--- src/rtl/fifo_pkg.sv ---
// fifo_pkg: read-mode constants and occupancy-width helper shared by the param_fifo slice
package fifo_pkg;
  localparam int MODE_REG  = 0;
  localparam int MODE_FWFT = 1;
  function automatic int cnt_w(input int depth);
    return $clog2(depth) + 1;
  endfunction
endpackage

--- src/rtl/fifo_mem.sv ---
// fifo_mem: DEPTH x DATA_W register array, one write port (we/waddr/wdata), one async read port (raddr/rdata), no reset
module fifo_mem #(
  parameter int DATA_W = 8,
  parameter int DEPTH  = 16
) (
  input  logic                     clk,
  input  logic                     we,
  input  logic [$clog2(DEPTH)-1:0] waddr,
  input  logic [DATA_W-1:0]        wdata,
  input  logic [$clog2(DEPTH)-1:0] raddr,
  output logic [DATA_W-1:0]        rdata
);
  logic [DATA_W-1:0] mem [DEPTH];
  always_ff @(posedge clk)
    if (we) mem[waddr] <= wdata;
  assign rdata = mem[raddr];
endmodule

--- src/rtl/param_fifo.sv ---
// param_fifo: synchronous FIFO (clk/rstn/clr; wr_en/wr_data in; rd_en/rd_data/rd_valid out; registered full/empty/almost/count/sticky overflow+underflow)
module param_fifo
  import fifo_pkg::*;
#(
  parameter int DATA_W   = 8,
  parameter int DEPTH    = 16,
  parameter int AF_LEVEL = DEPTH - 2,
  parameter int AE_LEVEL = 2,
  parameter int FWFT     = MODE_REG
) (
  input  logic                      clk,
  input  logic                      rstn,
  input  logic                      clr,
  input  logic                      wr_en,
  input  logic [DATA_W-1:0]         wr_data,
  input  logic                      rd_en,
  output logic [DATA_W-1:0]         rd_data,
  output logic                      rd_valid,
  output logic                      fifo_full,
  output logic                      fifo_empty,
  output logic                      almost_full,
  output logic                      almost_empty,
  output logic [cnt_w(DEPTH)-1:0]   count,
  output logic                      overflow,
  output logic                      underflow
);
  localparam int AW = $clog2(DEPTH);
  localparam int PW = AW + 1;
  localparam int CW = cnt_w(DEPTH);
  localparam logic [CW-1:0] AF = CW'(AF_LEVEL);
  localparam logic [CW-1:0] AE = CW'(AE_LEVEL);
  if ((DEPTH & (DEPTH - 1)) != 0 || DEPTH < 4 || DEPTH > 256 || AE_LEVEL >= AF_LEVEL || DATA_W < 1 || DATA_W > 64) begin : g_bad_param
    $fatal(1, "param_fifo: illegal DEPTH/AE_LEVEL/AF_LEVEL/DATA_W");
  end
  logic [PW-1:0]     wr_ptr, rd_ptr, wp_nxt, rp_nxt;
  logic [CW-1:0]     cnt_nxt;
  logic [DATA_W-1:0] head, rd_q;
  logic              rd_v_q, wr_acc, rd_acc;
  always_comb begin
    rd_acc  = rd_en & ~fifo_empty;
    wr_acc  = wr_en & (~fifo_full | rd_acc);
    wp_nxt  = clr ? '0 : wr_ptr + PW'(wr_acc);
    rp_nxt  = clr ? '0 : rd_ptr + PW'(rd_acc);
    cnt_nxt = clr ? '0 : count + CW'(wr_acc) - CW'(rd_acc);
  end
  fifo_mem #(.DATA_W(DATA_W), .DEPTH(DEPTH)) u_mem (
    .clk  (clk),
    .we   (wr_acc & ~clr),
    .waddr(wr_ptr[AW-1:0]),
    .wdata(wr_data),
    .raddr(rd_ptr[AW-1:0]),
    .rdata(head)
  );
  // full/empty come from the wrap-bit pointer compare of the next state, so they are registered alongside count
  always_ff @(posedge clk or negedge rstn)
    if (!rstn) begin
      wr_ptr       <= '0;
      rd_ptr       <= '0;
      count        <= '0;
      fifo_full    <= 1'b0;
      fifo_empty   <= 1'b1;
      almost_full  <= 1'b0;
      almost_empty <= 1'b1;
      overflow     <= 1'b0;
      underflow    <= 1'b0;
      rd_v_q       <= 1'b0;
      rd_q         <= '0;
    end else begin
      wr_ptr       <= wp_nxt;
      rd_ptr       <= rp_nxt;
      count        <= cnt_nxt;
      fifo_full    <= wp_nxt == {~rp_nxt[AW], rp_nxt[AW-1:0]};
      fifo_empty   <= wp_nxt == rp_nxt;
      almost_full  <= cnt_nxt >= AF;
      almost_empty <= cnt_nxt <= AE;
      overflow     <= ~clr & (overflow | (wr_en & ~wr_acc));
      underflow    <= ~clr & (underflow | (rd_en & fifo_empty));
      rd_v_q       <= ~clr & rd_acc;
      if (!clr && rd_acc) rd_q <= head;
    end
  assign rd_data  = (FWFT == MODE_FWFT) ? (fifo_empty ? '0 : head) : rd_q;
  assign rd_valid = (FWFT == MODE_FWFT) ? ~fifo_empty : rd_v_q;
endmodule
--- config.mk ---
export PLATFORM = sky130hd
export DESIGN_NAME = param_fifo
export DESIGN_NICKNAME = d
export VERILOG_FILES = /design/src/rtl/fifo_pkg.sv /design/src/rtl/fifo_mem.sv /design/src/rtl/param_fifo.sv
export SDC_FILE = /design/constraint.sdc
export NUM_CORES = 1
export LEC_CHECK = 0
export ABC_AREA = 1
export ABC_CLOCK_PERIOD_IN_PS = 4200
export CAP_MARGIN = 20
export CORE_ASPECT_RATIO = 1.2
export CORE_MARGIN = 2
export CORE_UTILIZATION = 50
export CTS_CLUSTER_SIZE = 16
export DETAILED_ROUTE_END_ITERATION = 8
export HOLD_SLACK_MARGIN = 0.06
export PLACE_DENSITY_LB_ADDON = 0.15
export REMOVE_ABC_BUFFERS = 1
export SYNTH_ARGS = -nofsm -noshare
export SYNTH_HDL_FRONTEND = slang
export SYNTH_SLANG_ARGS = --single-unit
--- constraint.sdc ---
create_clock -name clk -period 4.2 [get_ports clk]
set_input_delay 0.84 -clock clk [delete_from_list [all_inputs] [get_ports clk]]
set_output_delay 0.84 -clock clk [all_outputs]
set_load 0.01 [all_outputs]
# Word-level counts from Yosys, hierarchy flattened
# Memories as Yosys holds them, arrays and structs flattened. A register that Yosys moved wholly into a read port is not among the register bits.
# Cells that the tools add are included.
# word_totals
reg_bits	22
latchBits	0
mem_bits_rw	128
mem_bits_ro	0
in_bits	13
n_memories	1
# op_classes
addsub	4
n_mul	0
div	0
n_lt_le_gt_ge	2
n_eq_ne	2
shifts	0
mux	5
bitwise_logic	16
reduce_logical	3
# mem_list
memory	depth	word_bits	read_ports	rd_clocked_by_memory_dff	write_ports	line_no	source
u_mem.mem	16	8	1	1	1	fifo_mem.sv:13	logic [DATA_W-1:0] mem [DEPTH];
# op_table
operator	n
$add A5 B1 Y5	3
$mux W5	3
$eq A5 B5 Y1	2
$and A1 B1 Y1	8
$ge A5 B4 Y1 const B	1
$le A5 B2 Y1 const B	1
$not A1 Y1	5
$sub A5 B1 Y5	1
$or A1 B1 Y1	3
$logic_not A1 Y1	2
$mux W1	2
$logic_and A1 B1 Y1	1

# Depth between registers and ports, before layout
# Gate-level depths: netlist of the first run.
# logic_depth
ltp_word	8
ltp_mapped	17
depth_no_buf	17

# Hierarchy
# A second synthesis of the first run with hierarchy kept.
# unflattened
hier_cells	726
hier_area_um2	7138.1
# by_module_without_submodules
mod	instances	cells_per_inst	area_each_um2	seq_area_each_um2
fifo_mem	1	543	5606.6	3843.7
param_fifo	1	183	1531.5	753.2

# Worst setup path after synthesis of the first run
# Ideal clock, no wire load.
# synth_path
kind	input port to flip-flop
from	in rd_en
to	reg almost_full
setup_time_ns	0.128
t_arrival_ns	2.470
required_time_ns	4.072
setup_slack_ns	1.601
path_stages	15
cell_sequence	inv_2 -> nor2_4 -> nor2_1 -> nor2_2 -> inv_2 -> ha_1 -> inv_1 -> ha_1 -> fa_1 -> nand2_1 -> nand2_1 -> nand2_1 -> nand3_1 -> nand3_1 -> o21ai_0
# synth_between
elab_chain_len	7
# synth_rtl
item	line_no	source
start: declaration	param_fifo.sv:16	input logic rd_en,
$and A1 B1 Y1 (*)	param_fifo.sv:40	rd_acc = rd_en & ~fifo_empty;
$or A1 B1 Y1	param_fifo.sv:41	wr_acc = wr_en & (~fifo_full | rd_acc);
$and A1 B1 Y1	param_fifo.sv:41	
$add A5 B1 Y5	param_fifo.sv:44	cnt_nxt = clr ? '0 : count + CW'(wr_acc) - CW'(rd_acc);
$sub A5 B1 Y5 (*)	param_fifo.sv:44	
$mux W5 (*)	param_fifo.sv:44	
$ge A5 B4 Y1 (*)	param_fifo.sv:74	almost_full <= cnt_nxt >= AF;
end signal: assignment	param_fifo.sv:62	almost_full <= 1'b0;
end signal: assignment	param_fifo.sv:74	
end: declaration	param_fifo.sv:21	output logic almost_full,
# Every way passes the cells marked *; elsewhere a longest branch is shown, timed or not.

# Worst setup path after layout of the first run
# Ends and elaborated chain as after synthesis.

==> results.yml, run 1 <==
grt:
  grt_pass1_vias: 4306
  grt-ovfl-total: 0
  grt_usage: 0.2162
  busiest_layer: "met2"
  met2_usage: 0.3613
  antenna_found_initial: 0
  grtUsageMet1: 0.2754
  grt_pass1_wl_mm: 22.49
  grt_max_degree: 65
  use_met3: 0.04216
sta:
  fmax_mhz: 348.3
  report.final.setup_viol: 0
  report.final.slew_viol_count: 0
  fin_crit_ps: 2871
  period_share: 0.6835
  rsz0062_at_grt: "no"
  finalHoldViolCount: 0
  hold_slack_ps: 482.6
  tightest_slew_ps: 830.2
  slew_headroom: 0.4465
  fin_skew_ps: 9.283
  fin_setup_tns_ps: 0
power:
  clock_power_share: 0.368
  p_per_area_nw_per_um2: 533.7
  switching_power_mw: 1.111
  ir_worst_vdd_uv: 374.3
  pwr-share-seq: 0.447
  finalPower_mw: 4.132
  internal_power_mw: 3.020
  swShare: 0.2690
  p_leak_nw: 3.055
  pwr-share-comb: 0.185
detailed_routing:
  drc: 0
  firstDrtPassIters: 5
  antenna_left: 0
  wl_mm: 14.25
  drt-wirelength-per-cell_um: 16.92
  vias_per_cell: 5.319
  drt_iter0_markers: 269
  vias: 4479
layout:
  utilization: 0.5873
  fin_cells: 842
  final_layout_size_suffix_gt1_frac: 0.07122
  antenna_cells: 0
  area_growth_pct: 15.52
  nNetsFinal: 684
place:
  gp_congestion: 0.7930
  dp_hpwl_mm: 9.227
  dp_cells: 809
  portBuffers: 32
critical_path:
  crit_type: "in2reg"
  cp-startpoint: "rd_en"
  rr_worst_depth: 15
  timing.rr.start: "fifo_empty$_DFF_PN1_"
  end_kind: "flop"
  cp-start-kind: "input pin"
  arrival_ps: 3200
  required_ps: 4530
  path_max_fanout: 4
  regToRegEndpoint: "almost_full$_DFF_PN0_"
  r2r_setup_slack_ps: 1870
yosys:
  synth-edff-count: 128
  synthCells: 630
  synth_xor_area_frac: 0.001307
  synth_fa_ha_area_frac: 0.01979
  yosysMostFrequentCell: "nand2_1"
  synth_compound_area_frac: 0.02240
  synth_top_area_cell: "edfxtp_1"
  yosys.area.top_type_share: 0.5736
  syn_area_um2: 6701
  synth_mux_area_frac: 0
  synth.area.top_cells: "edfxtp_1, nand2_1, dfrtp_1, nand3_1, nor2_1"
  synth_flop_cell: "edfxtp_1"
  postSynth.asyncResetShare: 0.1899
  synth.yosys.seq_area_share: 0.6860
  synth_top_family_by_area: "simple AND/OR/NAND/NOR gates"
  synthTopCellsByCount: "nand2_1, edfxtp_1, nand3_1"
  syn_avg_cell_area_um2: 10.64
  synth-simple-area-share: 0.2296
  yosysUniqueCellTypes: 26
  synth-seq-cells: 158
  yosys_warnings: 0
clocking:
  h-tree-depth: 4
  cts.sinks: 158
  cts.root.buffer_cell: "clkbuf_16"
  worstSkewPairLatency_ps: 420
  clk_pin_slew_ps: 60
  cts_tree: "yes"
  cts_setup_buffers: 0
  hold_buffers: 0
  cts_buffer_depth: 2
  numCtsBuffers: 17
  post_cts_resized: 0
job:
  max_cap_viol_count: 0
die:
  core_area_um2: 13180
  dieArea_um2: 14350
  ios: 33
  start_util: 0.5084
  rows: 46
  die_height_um: 130.8
  die_w_um: 109.7
min_path:
  min_delay_path_depth: 2
  worstHoldEndpoint: "rd_data[7]$_DFFE_PN0P_"
  holdCritPathClass: "reg2reg"
  min_from: "rd_data[7]$_DFFE_PN0P_"
outcome:
  status: "completed"
==> registers in the layout, indices dropped and copies added (netlist names), 5 cells and up <==
| signal | flops |
|---|---|
| count | 5 |
| rd_data | 8 |
| rd_ptr | 5 |
| u_mem.mem | 128 |
| wr_ptr | 5 |
==> cells in the final DEF (no fill, tap or decap), types with 9 or more instances in the layout <==
master / instances
a21oi_1: 26
edfxtp_1: 128
dfrtp_1: 27
clkbuf_16: 19
clkdlybuf4s50_1: 32
inv_1: 32
ha_1: 9
nor2_1: 47
nand2_1: 234
nand3_1: 72
==> power groups by stage <==
stage / logic [mW] / registers [mW] / clock network [mW]
floorplan: 0.393 / 1.93 / 0
global placement: 0.747 / 1.88 / 0
detailed placement: 0.758 / 1.88 / 0
CTS: 0.764 / 1.85 / 1.54
global route: 0.865 / 1.86 / 1.61
finish: 0.763 / 1.85 / 1.52
==> critical path, stage by stage <==
cell and delay, ps:
clkdlybuf4s50_1 490, inv_2 50, nor2_4 120, nor2_1 80
nor2_2 130, inv_2 60, ha_1 270, inv_1 40
ha_1 200, fa_1 390, nand2_1 100, nand2_1 50
nand2_1 70, nand2_1 50, nand2_1 50, nand3_1 100
o21ai_0 120
==> worst max-delay path by stage <==
stage	to	slack, ps	depth (start not counted)
floorplan	almost_empty$_DFF_PN1_	1590	17
global placement	almost_empty$_DFF_PN1_	950	18
detailed placement	almost_empty$_DFF_PN1_	880	18
CTS	almost_empty$_DFF_PN1_	1330	18
global route	almost_full$_DFF_PN0_	1100	17
finish	almost_full$_DFF_PN0_	1330	17
==> layout make-up <==
type                            instances  area (um2)
Multi-Input combinational cell        411        1831
Inverter                               38       142.6
Tap cell                              168       210.2
Clock inverter                         11       101.3
Timing Repair Buffer                   35       355.3
Clock buffer                           21       503.0
Sequential cell                       158        4598
Fill cell                            1110        5439
==> metal layers <==
| layer | vias to the layer above | wire, um | part of all wire |
|---|---|---|---|
| li1 | 2169 | - | - |
| met3 | 25 | 644 | 0.045 |
| met4 | 0 | 364 | 0.026 |
| met2 | 136 | 7042 | 0.49 |
| met5 | - | 0 | 0 |
| met1 | 2149 | 6194 | 0.43 |
==> cells by family (layout without fill, tap and decap cells) <==
logic type,Yosys count,after routing
AND/OR/NAND/NOR,370,370
adder cells (fa/ha/maj),10,10
AO/OA/AOI/OAI,30,30
XOR/XNOR,1,1
buffers and inverters,61,105
flip-flops,158,158
==> metrics by stage <==
stage          setup slack, ps  area [um2]
4_1_cts                   1330        7721
3_5_place_dp             882.7        7117
2_1_floorplan             1589        6570
5_1_grt                   1097        7741
3_3_place_gp             945.4        7117
6_report                  1329        7741
Note: power is estimated with default switching activity, not from simulation.
==> inputs of run 2 (changes only) <==
--- a/config.mk
+++ b/config.mk
@@ -6,7 +6,7 @@
 export NUM_CORES = 1
 export LEC_CHECK = 0
 export ABC_AREA = 1
-export ABC_CLOCK_PERIOD_IN_PS = 4200
+export ABC_CLOCK_PERIOD_IN_PS = 2400
 export CAP_MARGIN = 20
 export CORE_ASPECT_RATIO = 1.2
 export CORE_MARGIN = 2
==> constraint.sdc (replaced) <==
create_clock -name clk -period 2.4 [get_ports clk]
set_input_delay 0.48 -clock clk [delete_from_list [all_inputs] [get_ports clk]]
set_output_delay 0.48 -clock clk [all_outputs]
set_load 0.01 [all_outputs]
==> results.yml, run 2 (synthesis results as in run 1) <==
outcome:
  status: "completed"
critical_path:
  end_kind: "flop"
  path_max_fanout: 3
  arrival_ps: 2560
  crit_type: "reg2reg"
  required_ps: 2750
  cp-start-kind: "flop"
layout:
  antenna_cells: 0
  mostFrequentLayoutCell: "nand2_1"
  area_growth_pct: 20.69
  top_register: "u_mem.mem"
  fin_cells: 879
  final_cell_mix: "nand2_1, edfxtp_1, nand3_1, nor2_1, buf_4"
  nNetsFinal: 721
  n_fill_cell: 1059
  largest_reg_flops: 128
  final_layout_size_suffix_gt1_frac: 0.1294
clocking:
  cts.sinks: 158
  cts_tree: "yes"
  worstSkewPairLatency_ps: 430
  cts_buffer_depth: 2
  cts.root.buffer_cell: "clkbuf_16"
  numCtsBuffers: 17
  h-tree-depth: 4
  clk_pin_slew_ps: 60
die:
  die_w_um: 109.7
  core_area_um2: 13180
  start_util: 0.5084
  ios: 33
  dieArea_um2: 14350
  die_height_um: 130.8
  rows: 46
detailed_routing:
  drt-wirelength-per-cell_um: 17.08
  firstDrtPassIters: 6
  antenna_left: 0
  wl_mm: 15.01
  vias: 4652
  drc: 0
  drt_iter0_markers: 367
  vias_per_cell: 5.292
sta:
  fmax_mhz: 454.2
  period_share: 0.9173
  fin_crit_ps: 2202
  slew_headroom: 0.5168
  rsz0062_at_grt: "no"
  fin_skew_ps: 9.890
  report.final.slew_viol_count: 0
  finalHoldViolCount: 0
  tightest_slew_ps: 722.5
  hold_slack_ps: 373.5
  report.final.setup_viol: 0
power:
  p_per_area_nw_per_um2: 936.1
  ir_worst_vdd_uv: 565.9
  p_leak_nw: 3.265
  finalPower_mw: 7.571
min_path:
  holdCritPathClass: "in2reg"
grt:
  grt-ovfl-total: 0
  grt_usage: 0.2273
  grt_pass1_wl_mm: 23.46
  grt_max_degree: 41
  antenna_found_initial: 0
  grt_pass1_vias: 4525
place:
  dp_hpwl_mm: 9.833
  dp_cells: 846
  portBuffers: 32
  gp_congestion: 0.8036
job:
  max_cap_viol_count: 0
## run 2: cell count changes in the layout (fill, tap and decap cells not counted), moves of 2 or more
cell	change
nor2_1	-2
nand2_2	+2
buf_4	+38
clkbuf_16	+2
clkinvlp_4	+2
nor2_2	+2
clkinv_2	-3
nand2_1	-2
## run 2: worst paths after layout
path,startpoint,to,slack [ps],cells past startpoint
min in group asynchronous,rstn,count[3]$_DFF_PN0_,470,2
setup reg to reg,fifo_empty$_DFF_PN1_,almost_empty$_DFF_PN1_,200,14
setup / recovery,fifo_empty$_DFF_PN1_,almost_empty$_DFF_PN1_,200,14
hold / removal,rd_en,underflow$_DFF_PN0_,370,3
hold reg to reg,rd_data[5]$_DFFE_PN0P_,rd_data[5]$_DFFE_PN0P_,480,2
max in group asynchronous,rstn,fifo_empty$_DFF_PN1_,1580,2
## run 2: layout make-up
class                           count  area (um2)  area share
Sequential cell                   158        4598      0.5685
Multi-Input combinational cell    411        1854      0.2293
Tap cell                          168       210.2     0.02599
Inverter                           38       142.6     0.01764
Timing Repair Buffer               72       623.1     0.07704
Clock buffer                       23       543.0     0.06714
Clock inverter                      9       116.4     0.01439
## run 2: worst max-delay path, cell delays in order (launching register included)
cell and delay, ps:
dfstp_2 570, nor2_4 50, buf_4 140, ha_1 260, inv_1 40, ha_2 170, fa_2 340, nand2_2 80
nand2_1 40, nand2_1 70, nand2_1 50, nand2_1 70, nand3_2 100, nand2_2 110, nor2_2 40
## run 2: repair_timing
item	4_1_cts	5_1_grt
buffers inserted	1	0
endpoints found under the setup margin	2	3
hold buffers	0	0
endpoints found under the hold margin	0	0
gates resized for setup	2	8
pin swaps	1	3
## run 2: power breakdown
part           leakage (nW)  switching [mW]  total, mW  internal [mW]
sequential             1.54          0.0984       3.23           3.13
clock                 0.317            1.08       2.89           1.82
combinational          1.41           0.861       1.45          0.590
total                  3.27            2.03       7.57           5.54
## run 2: through the flow
stage	setup slack [ps]	instance area (um2)	TNS, ps	util
6_report	198.5	8088	0	0.6136
5_1_grt	19.18	8088	0	0.6136
4_1_cts	4.666	8064	0	0.6118
3_3_place_gp	-422.9	7395	-8084	0.5610
3_5_place_dp	-497.3	7395	-14540	0.5610
2_1_floorplan	-178.7	6570	-1566	-
## run 2: per-layer routing
| layer | part of all wire | track usage | up-vias | routed length (um) |
|---|---|---|---|---|
| met3 | 0.039 | 0.04018 | 29 | 585 |
| li1 | - | - | 2247 | - |
| met5 | 0 | 0 | - | 0 |
| met4 | 0.030 | 0.1013 | 0 | 448 |
| met2 | 0.51 | 0.3878 | 122 | 7697 |
| met1 | 0.42 | 0.2835 | 2254 | 6277 |
